**src/rtl/sample_reader_if.sv**
```systemverilog
// Handshake and stream bundle between sample_reader, its generator,
// its host and the downstream consumer. The DUT takes the slave side.
interface sample_reader_if;
    logic        enable;
    logic        collectData;
    logic        dataAvailable;
    logic        readData;
    logic [15:0] dataIn;
    logic [15:0] sampleOut;
    logic        sampleValid;
    logic        sampleReady;
    logic        sampleLast;
    logic        busy;
    logic        overrun;
    logic [15:0] seqErrors;

    modport slave (
        input  enable, dataAvailable, dataIn, sampleReady,
        output collectData, readData, sampleOut, sampleValid, sampleLast,
               busy, overrun, seqErrors
    );

    modport master (
        output enable, dataAvailable, dataIn, sampleReady,
        input  collectData, readData, sampleOut, sampleValid, sampleLast,
               busy, overrun, seqErrors
    );
endinterface

```
**src/rtl/sample_reader.sv**
```systemverilog
// sample_reader: on a rising dataAvailable edge, reads BURST_LEN words from
// a fixed-latency generator and streams them out through a small FIFO.
// Strobes are throttled so that buffered plus in-flight words never exceed
// FIFO_DEPTH. One extra burst request may be queued (pending); a further
// request while one is queued raises the sticky overrun flag.
// Optional test-pattern checker: define SAMPLE_READER_SEQ_CHECK_EN.
module sample_reader #(
    parameter int unsigned BURST_LEN    = 16,
    parameter int unsigned FIFO_DEPTH   = 8,
    parameter int unsigned READ_LATENCY = 2,
    parameter logic [15:0] SEQ_STEP     = 16'd64
) (
    input  logic           inclk,
    input  logic           reset,
    sample_reader_if.slave bus
);
    localparam int unsigned CNT_W = $clog2(BURST_LEN + 1);
    localparam int unsigned PTR_W = $clog2(FIFO_DEPTH);
    localparam int unsigned OCC_W = $clog2(FIFO_DEPTH + 1);
    localparam logic [OCC_W:0] DEPTH_C = (OCC_W + 1)'(FIFO_DEPTH);

    typedef enum logic [1:0] {
        S_IDLE  = 2'd0,
        S_READ  = 2'd1,
        S_DRAIN = 2'd2
    } state_t;

    state_t                  state_q, state_d;
    logic                    collect_q, collect_d;
    logic                    da_prev_q, da_prev_d;
    logic                    pending_q, pending_d;
    logic                    overrun_q, overrun_d;
    logic                    busy_q, busy_d;
    logic                    rd_q, rd_d;
    logic                    rd_last_q, rd_last_d;
    logic [CNT_W-1:0]        cnt_q, cnt_d;
    logic [OCC_W-1:0]        outst_q, outst_d;
    logic [READ_LATENCY-1:0] pipe_vld_q, pipe_vld_d;
    logic [READ_LATENCY-1:0] pipe_last_q, pipe_last_d;
    logic [PTR_W-1:0]        wr_ptr_q, wr_ptr_d;
    logic [PTR_W-1:0]        rd_ptr_q, rd_ptr_d;
    logic [OCC_W-1:0]        count_q, count_d;
    logic [15:0]             mem_data_q [FIFO_DEPTH];
    logic                    mem_last_q [FIFO_DEPTH];

    logic trigger_s, push_s, push_last_s, pop_s, room_s, last_acc_s, valid_s;

    assign trigger_s   = bus.dataAvailable & ~da_prev_q & collect_q;
    assign push_s      = pipe_vld_q[READ_LATENCY-1];
    assign push_last_s = pipe_last_q[READ_LATENCY-1];
    assign valid_s     = (count_q != OCC_W'(0));
    assign pop_s       = valid_s & bus.sampleReady;
    assign last_acc_s  = pop_s & mem_last_q[rd_ptr_q];
    // In-flight words already own a FIFO slot, so they count against capacity.
    assign room_s      = (({1'b0, count_q} + {1'b0, outst_q}) < DEPTH_C);

    // Burst control FSM: trigger queueing, strobe issue and burst completion.
    always_comb begin
        state_d   = state_q;
        pending_d = pending_q;
        overrun_d = overrun_q;
        cnt_d     = cnt_q;
        rd_d      = 1'b0;
        rd_last_d = 1'b0;
        if (trigger_s && (state_q != S_IDLE)) begin
            if (pending_q) begin
                overrun_d = 1'b1;
            end else begin
                pending_d = 1'b1;
            end
        end else begin
            overrun_d = overrun_q;
        end
        case (state_q)
            S_IDLE: begin
                if (trigger_s || pending_q) begin
                    state_d   = S_READ;
                    cnt_d     = CNT_W'(BURST_LEN);
                    // A fresh trigger arriving as the queued one is consumed stays queued.
                    pending_d = trigger_s && pending_q;
                end else begin
                    state_d = S_IDLE;
                end
            end
            S_READ: begin
                if (room_s) begin
                    rd_d      = 1'b1;
                    cnt_d     = cnt_q - CNT_W'(1);
                    rd_last_d = (cnt_q == CNT_W'(1));
                    state_d   = (cnt_q == CNT_W'(1)) ? S_DRAIN : S_READ;
                end else begin
                    state_d = S_READ;
                end
            end
            S_DRAIN: begin
                if (last_acc_s && (outst_q == OCC_W'(0))) begin
                    state_d = S_IDLE;
                end else begin
                    state_d = S_DRAIN;
                end
            end
            default: state_d = S_IDLE;
        endcase
        busy_d    = (state_d != S_IDLE);
        collect_d = bus.enable;
        da_prev_d = bus.dataAvailable;
    end

    // Read-latency tracking, outstanding count and FIFO pointer/occupancy update.
    always_comb begin
        pipe_vld_d     = {READ_LATENCY{1'b0}};
        pipe_last_d    = {READ_LATENCY{1'b0}};
        pipe_vld_d[0]  = rd_q;
        pipe_last_d[0] = rd_last_q;
        for (int i = 1; i < READ_LATENCY; i++) begin
            pipe_vld_d[i]  = pipe_vld_q[i-1];
            pipe_last_d[i] = pipe_last_q[i-1];
        end
        case ({rd_d, push_s})
            2'b10:   outst_d = outst_q + OCC_W'(1);
            2'b01:   outst_d = outst_q - OCC_W'(1);
            default: outst_d = outst_q;
        endcase
        case ({push_s, pop_s})
            2'b10:   count_d = count_q + OCC_W'(1);
            2'b01:   count_d = count_q - OCC_W'(1);
            default: count_d = count_q;
        endcase
        wr_ptr_d = push_s ? (wr_ptr_q + PTR_W'(1)) : wr_ptr_q;
        rd_ptr_d = pop_s  ? (rd_ptr_q + PTR_W'(1)) : rd_ptr_q;
    end

    // State registers with synchronous reset; in-flight words are dropped.
    always_ff @(posedge inclk) begin
        if (reset) begin
            state_q     <= S_IDLE;
            collect_q   <= 1'b0;
            da_prev_q   <= 1'b0;
            pending_q   <= 1'b0;
            overrun_q   <= 1'b0;
            busy_q      <= 1'b0;
            rd_q        <= 1'b0;
            rd_last_q   <= 1'b0;
            cnt_q       <= CNT_W'(0);
            outst_q     <= OCC_W'(0);
            pipe_vld_q  <= {READ_LATENCY{1'b0}};
            pipe_last_q <= {READ_LATENCY{1'b0}};
            wr_ptr_q    <= PTR_W'(0);
            rd_ptr_q    <= PTR_W'(0);
            count_q     <= OCC_W'(0);
        end else begin
            state_q     <= state_d;
            collect_q   <= collect_d;
            da_prev_q   <= da_prev_d;
            pending_q   <= pending_d;
            overrun_q   <= overrun_d;
            busy_q      <= busy_d;
            rd_q        <= rd_d;
            rd_last_q   <= rd_last_d;
            cnt_q       <= cnt_d;
            outst_q     <= outst_d;
            pipe_vld_q  <= pipe_vld_d;
            pipe_last_q <= pipe_last_d;
            wr_ptr_q    <= wr_ptr_d;
            rd_ptr_q    <= rd_ptr_d;
            count_q     <= count_d;
        end
    end

    // FIFO storage; validity is tracked by the pointers, so no reset needed.
    always_ff @(posedge inclk) begin
        if (push_s) begin
            mem_data_q[wr_ptr_q] <= bus.dataIn;
            mem_last_q[wr_ptr_q] <= push_last_s;
        end
    end

`ifdef SAMPLE_READER_SEQ_CHECK_EN
    logic        have_prev_q, have_prev_d;
    logic [15:0] prev_q, prev_d;
    logic [15:0] seq_err_q, seq_err_d;

    // Pattern checker: each pushed word must be the previous one plus SEQ_STEP.
    always_comb begin
        have_prev_d = have_prev_q;
        prev_d      = prev_q;
        seq_err_d   = seq_err_q;
        if (push_s) begin
            have_prev_d = 1'b1;
            prev_d      = bus.dataIn;
            if (have_prev_q && (bus.dataIn != (prev_q + SEQ_STEP)) && (seq_err_q != 16'hFFFF)) begin
                seq_err_d = seq_err_q + 16'd1;
            end else begin
                seq_err_d = seq_err_q;
            end
        end else begin
            have_prev_d = have_prev_q;
        end
    end

    // Pattern checker registers.
    always_ff @(posedge inclk) begin
        if (reset) begin
            have_prev_q <= 1'b0;
            prev_q      <= 16'd0;
            seq_err_q   <= 16'd0;
        end else begin
            have_prev_q <= have_prev_d;
            prev_q      <= prev_d;
            seq_err_q   <= seq_err_d;
        end
    end

    assign bus.seqErrors = seq_err_q;
`else
    // No checker: the count is tied off (the step only matters to the checker).
    assign bus.seqErrors = 16'd0 & SEQ_STEP;
`endif

    assign bus.collectData = collect_q;
    assign bus.readData    = rd_q;
    assign bus.busy        = busy_q;
    assign bus.overrun     = overrun_q;
    assign bus.sampleValid = valid_s;
    assign bus.sampleOut   = mem_data_q[rd_ptr_q];
    assign bus.sampleLast  = valid_s & mem_last_q[rd_ptr_q];
endmodule

```
**src/flat_wrapper.sv**
```systemverilog
// flat-port wrapper written by rule: the top's interface ports become plain ports
module sample_reader_flat 
#(
    parameter int unsigned BURST_LEN    = 16,
    parameter int unsigned FIFO_DEPTH   = 8,
    parameter int unsigned READ_LATENCY = 2,
    parameter logic [15:0] SEQ_STEP     = 16'd64
)
  (inclk, reset, bus_enable, bus_dataAvailable, bus_dataIn, bus_sampleReady, bus_collectData, bus_readData, bus_sampleOut, bus_sampleValid, bus_sampleLast, bus_busy, bus_overrun, bus_seqErrors);
  sample_reader_if bus_i ();
  input  logic inclk;
  input  logic reset;
  input wire logic [$bits(bus_i.enable)-1:0] bus_enable;
  input wire logic [$bits(bus_i.dataAvailable)-1:0] bus_dataAvailable;
  input wire logic [$bits(bus_i.dataIn)-1:0] bus_dataIn;
  input wire logic [$bits(bus_i.sampleReady)-1:0] bus_sampleReady;
  output wire logic [$bits(bus_i.collectData)-1:0] bus_collectData;
  output wire logic [$bits(bus_i.readData)-1:0] bus_readData;
  output wire logic [$bits(bus_i.sampleOut)-1:0] bus_sampleOut;
  output wire logic [$bits(bus_i.sampleValid)-1:0] bus_sampleValid;
  output wire logic [$bits(bus_i.sampleLast)-1:0] bus_sampleLast;
  output wire logic [$bits(bus_i.busy)-1:0] bus_busy;
  output wire logic [$bits(bus_i.overrun)-1:0] bus_overrun;
  output wire logic [$bits(bus_i.seqErrors)-1:0] bus_seqErrors;
  assign bus_i.enable = bus_enable;
  assign bus_i.dataAvailable = bus_dataAvailable;
  assign bus_i.dataIn = bus_dataIn;
  assign bus_i.sampleReady = bus_sampleReady;
  assign bus_collectData = bus_i.collectData;
  assign bus_readData = bus_i.readData;
  assign bus_sampleOut = bus_i.sampleOut;
  assign bus_sampleValid = bus_i.sampleValid;
  assign bus_sampleLast = bus_i.sampleLast;
  assign bus_busy = bus_i.busy;
  assign bus_overrun = bus_i.overrun;
  assign bus_seqErrors = bus_i.seqErrors;
  sample_reader #(.BURST_LEN(BURST_LEN), .FIFO_DEPTH(FIFO_DEPTH), .READ_LATENCY(READ_LATENCY), .SEQ_STEP(SEQ_STEP)) u_core (.inclk(inclk), .reset(reset), .bus(bus_i));
endmodule
```
**config.mk**
```make
export PLATFORM = sky130hd
export DESIGN_NAME = sample_reader_flat
export DESIGN_NICKNAME = d
export VERILOG_FILES = /design/src/rtl/sample_reader_if.sv /design/src/rtl/sample_reader.sv /design/src/flat_wrapper.sv
export SDC_FILE = /design/constraint.sdc
export NUM_CORES = 1
export LEC_CHECK = 0
export CORE_AREA = 2 2 115 117
export DETAILED_ROUTE_END_ITERATION = 10
export DIE_AREA = 0 0 117 119
export PLACE_DENSITY = 0.82
export SETUP_SLACK_MARGIN = 0.4
export SLEW_MARGIN = 20
export SYNTH_ARGS = -nofsm -noshare
export SYNTH_HDL_FRONTEND = slang
export SYNTH_SLANG_ARGS = --single-unit
```
**constraint.sdc**
```tcl
create_clock -name inclk -period 4 [get_ports inclk]
set_input_delay 0.6 -clock inclk [delete_from_list [all_inputs] [get_ports inclk]]
set_output_delay 0.6 -clock inclk [all_outputs]
set_load 0.05 [all_outputs]
```
==> results.tsv <==
metric	value	unit
depth of the worst register-to-register path	7	
kind of end point of the critical path	primary output	
final number of setup-violating endpoints	0	
multiplexer share of the synthesized area	14.59	%
most frequent cells in the layout	136 x sky130_fd_sc_hd__edfxtp_1, 41 x sky130_fd_sc_hd__clkdlybuf4s50_1, 34 x sky130_fd_sc_hd__mux4_2, 34 x sky130_fd_sc_hd__dfxtp_1, 25 x sky130_fd_sc_hd__nor2_1	
via count of the routed design	3433	
routed length per instance	18.59	µm
initial core utilization	53.09	%
Max-Slew Margin vs Limit	36.06	%
clock buffers created by TritonCTS	17	
H-tree depth reported by CTS	4	
post-layout minimum cycle time	3.362	ns
maximum clock frequency	0.2974	GHz
half-perimeter wire length of the detailed placement result	7144	µm
Detailed Routing Iterations Pass 1	4	
antenna violations before repair	0	
number of nets still failing antenna checks after routing	0	
share of post-route cells with drive strength above 1	22.83	%
standard-cell rows	42	
summed instance area of the synthesized netlist	6835	µm²
Total Neg Setup Slack	0	ns
top post-synthesis cells by area	sky130_fd_sc_hd__edfxtp_1 60%, sky130_fd_sc_hd__mux4_2 11%, sky130_fd_sc_hd__dfxtp_1 10%, sky130_fd_sc_hd__mux2_2 2.8%, sky130_fd_sc_hd__ha_1 2.4%	
master of the slowest instance on the critical path	sky130_fd_sc_hd__clkdlybuf4s50_1	
TritonCTS clock tree	yes	
most common library cell in the layout ignoring fill and taps	sky130_fd_sc_hd__edfxtp_1	
clock edge transition at the registers on the reported setup and hold paths	0.06	ns
fin cells	636	
I/O Buffers	42	
number of unique standard cell types used by synthesis	44	
number of synthesis warnings	0	
I/O pin count	59	
fraction of post-synthesis cell area in the top cell type by area	59.75	%
simple logic cell fraction of the synthesized area	5.290	%
setup repair after global routing missed its margin	false	
average cell area after synthesis	17.62	µm²
number of synthesized flops with an enable pin	136	
setup clock skew after layout	0.01035	ns
instance count along the most critical hold path	1	
largest vdd supply drop	0.2798	mV
# fillers	893	
Die Footprint	13920	µm²
die height	119	µm
total power density per cell area	460.8	nW/µm²
number of violations reported at the end of detailed-routing iteration 0	236	
Hold WC Path Type	reg2reg	
Critical Path RT	3.40	ns
total routing usage reported by global routing	18.22	%
post-synth top area cell	sky130_fd_sc_hd__edfxtp_1	
dpl cells	604	
master cell of the clock root buffer	sky130_fd_sc_hd__clkbuf_16	
startpoint of the most critical register-to-register path	u_core.count_q[3]	
number of synthesized register bits	171	
max-slew violation count	0	
arrival time of data at the critical path endpoint	2.76	ns
wire length of the first global-routing pass	18200	µm
Tcrit/Tclk final	84.06	%
fraction of the mapped netlist area in adder cells	2.673	%
critical path startpoint category	flip-flop	
proportion of register bits with asynchronous set or reset after synthesis	0	%
combinational family with the most area after synthesis	multiplexers	
combined flip-flop and latch cell area	4788	µm²
sequential-to-total area share from yosys stat	70.00	%
setup fix buffers added after clock tree synthesis	0	
area overhead of the layout relative to synthesis	18.27	%
number of global-route vias before repair	3459	
area inside the core boundary	12870	µm²
cell-by-cell listing of the critical path	buf_4 -> mux4_2 -> mux2_2 -> clkdlybuf4s50_1	
endpoints failing hold	0	
Sinks on Clock Net	171	
critical-path maximum fanout	15	
Least-Margin Pin Slew	0.9555	ns
cell count after synthesis	388	
routed wire length	11830	µm
number of buffers on the longest clock path	2	
routability congestion estimate from global placement	0.7464	
Pleak	0.002676	µW
multi-input gate area in the final layout	1914	µm²
leading register cell type out of synthesis	sky130_fd_sc_hd__edfxtp_1	
worst hold start	u_core.rd_last_q	
clock latency of the later-clocked register in the worst-skew pair	0.41	ns
count of max-cap constraint violations	0	
total gr overflow	0	
fraction of the mapped netlist area in compound gates	2.892	%
maximum single-stage delay on the critical path	0.72	ns
average via count per standard cell	5.398	
Die X-Extent	117	µm
largest net degree at the start of global routing	32	
category of the most critical setup path	reg2out	
layout net count	482	
DRC violation count after routing	0	
status	completed	
parity-gate share of the synthesized area counting xor and xnor cells	1.538	%
diodes inserted	0	
[synthesized netlist by cell type (2+ instances only)]
cell and instances:
sky130_fd_sc_hd__a31oi_1 2, sky130_fd_sc_hd__nor3_1 3, sky130_fd_sc_hd__edfxtp_1 136, sky130_fd_sc_hd__nor2_1 25
sky130_fd_sc_hd__dfxtp_1 35, sky130_fd_sc_hd__inv_1 7, sky130_fd_sc_hd__a2111oi_0 2, sky130_fd_sc_hd__nand2_1 7
sky130_fd_sc_hd__a21oi_1 14, sky130_fd_sc_hd__or4_1 2, sky130_fd_sc_hd__or2_2 2, sky130_fd_sc_hd__mux4_2 34
sky130_fd_sc_hd__clkbuf_1 10, sky130_fd_sc_hd__o21ai_0 4, sky130_fd_sc_hd__mux2i_1 4, sky130_fd_sc_hd__buf_2 3
sky130_fd_sc_hd__or3_1 4, sky130_fd_sc_hd__nor2b_1 11, sky130_fd_sc_hd__xor2_1 7, sky130_fd_sc_hd__nand2b_1 4
sky130_fd_sc_hd__xnor2_1 5, sky130_fd_sc_hd__o32ai_1 2, sky130_fd_sc_hd__ha_1 13, sky130_fd_sc_hd__buf_4 16
sky130_fd_sc_hd__mux2_2 17
[what timing repair did]
item | CTS | global route
resized for setup | 1 | 0
hold buffers | 0 | 0
setup endpoints to repair | 1 | 0
[cells by family after synthesis]
logic type	after synthesis
DFF	171
muxes	55
other	1
and+or+nand+nor	68
AOI/OAI and AO/OA	30
adders and majority gates	14
xor gates and xnor gates	12
buffers and inverters	37
[state kept, by name (all words and copies together) (netlist names), named ones only]
name	cells
u_core.da_prev_q	1
u_core.mem_data_q	128
u_core.rd_ptr_q	3
u_core.bus.overrun	1
u_core.count_q	4
u_core.bus.busy	1
u_core.pending_q	1
u_core.cnt_q	5
u_core.mem_last_q	8
u_core.pipe_vld_q	2
u_core.bus.readData	1
u_core.state_q	2
u_core.pipe_last_q	2
u_core.wr_ptr_q	3
u_core.rd_last_q	1
u_core.bus.collectData	1
u_core.outst_q	4
[cell type report]
| class | count | area share (%) |
|---|---|---|
| Clock inverter | 9 | 1.377 |
| Inverter | 7 | 0.3250 |
| Tap cell | 176 | 2.724 |
| Multi-Input combinational cell | 195 | 23.68 |
| Sequential cell | 171 | 59.23 |
| Timing Repair Buffer | 55 | 6.501 |
| Clock buffer | 23 | 6.160 |
[metrics by stage]
stage | setup slack [ns] | cell area, µm² | total power, µW | utilization (%) | hold WS (ns)
floorplan | 1.192 | 6892 | 2088 | - | 0.4138
global placement | 0.9339 | 7477 | 2126 | 58.08 | 0.4208
detailed placement | 0.9145 | 7477 | 2132 | 58.08 | 0.4366
CTS | 0.5836 | 8089 | 3763 | 62.83 | 0.4506
global route | 0.5361 | 8084 | 3837 | 62.79 | 0.4626
finish | 0.6378 | 8084 | 3725 | 62.79 | 0.4447
[critical path: cells and delay by family (launching register included)]
kind	cells	cell delay [ns]
mux	2	0.82
buf+inv	2	0.97
flops	1	0.54
[power breakdown]
group          internal [µW]  leakage [µW]  switching (µW)
Clock                   1000      0.000295             628
Sequential              1920       0.00150            10.5
Combinational           58.8      0.000881             100
Total                   2990       0.00268             739
[metal layers]
layer  global-route usage (%)  wire length (µm)
met5                        0                 0
met4                    6.765               173
met3                    5.140               446
met2                    30.78              6273
met1                    22.21              4933
[worst paths after layout]
path,to,slack (ns)
hold reg to reg,u_core.pipe_last_q[0],0.44
setup reg to reg,u_core.outst_q[3],0.99
setup / recovery,bus_sampleOut[15],0.64
hold / removal,u_core.pipe_last_q[0],0.44
Note: power is estimated with default switching activity, not from simulation.
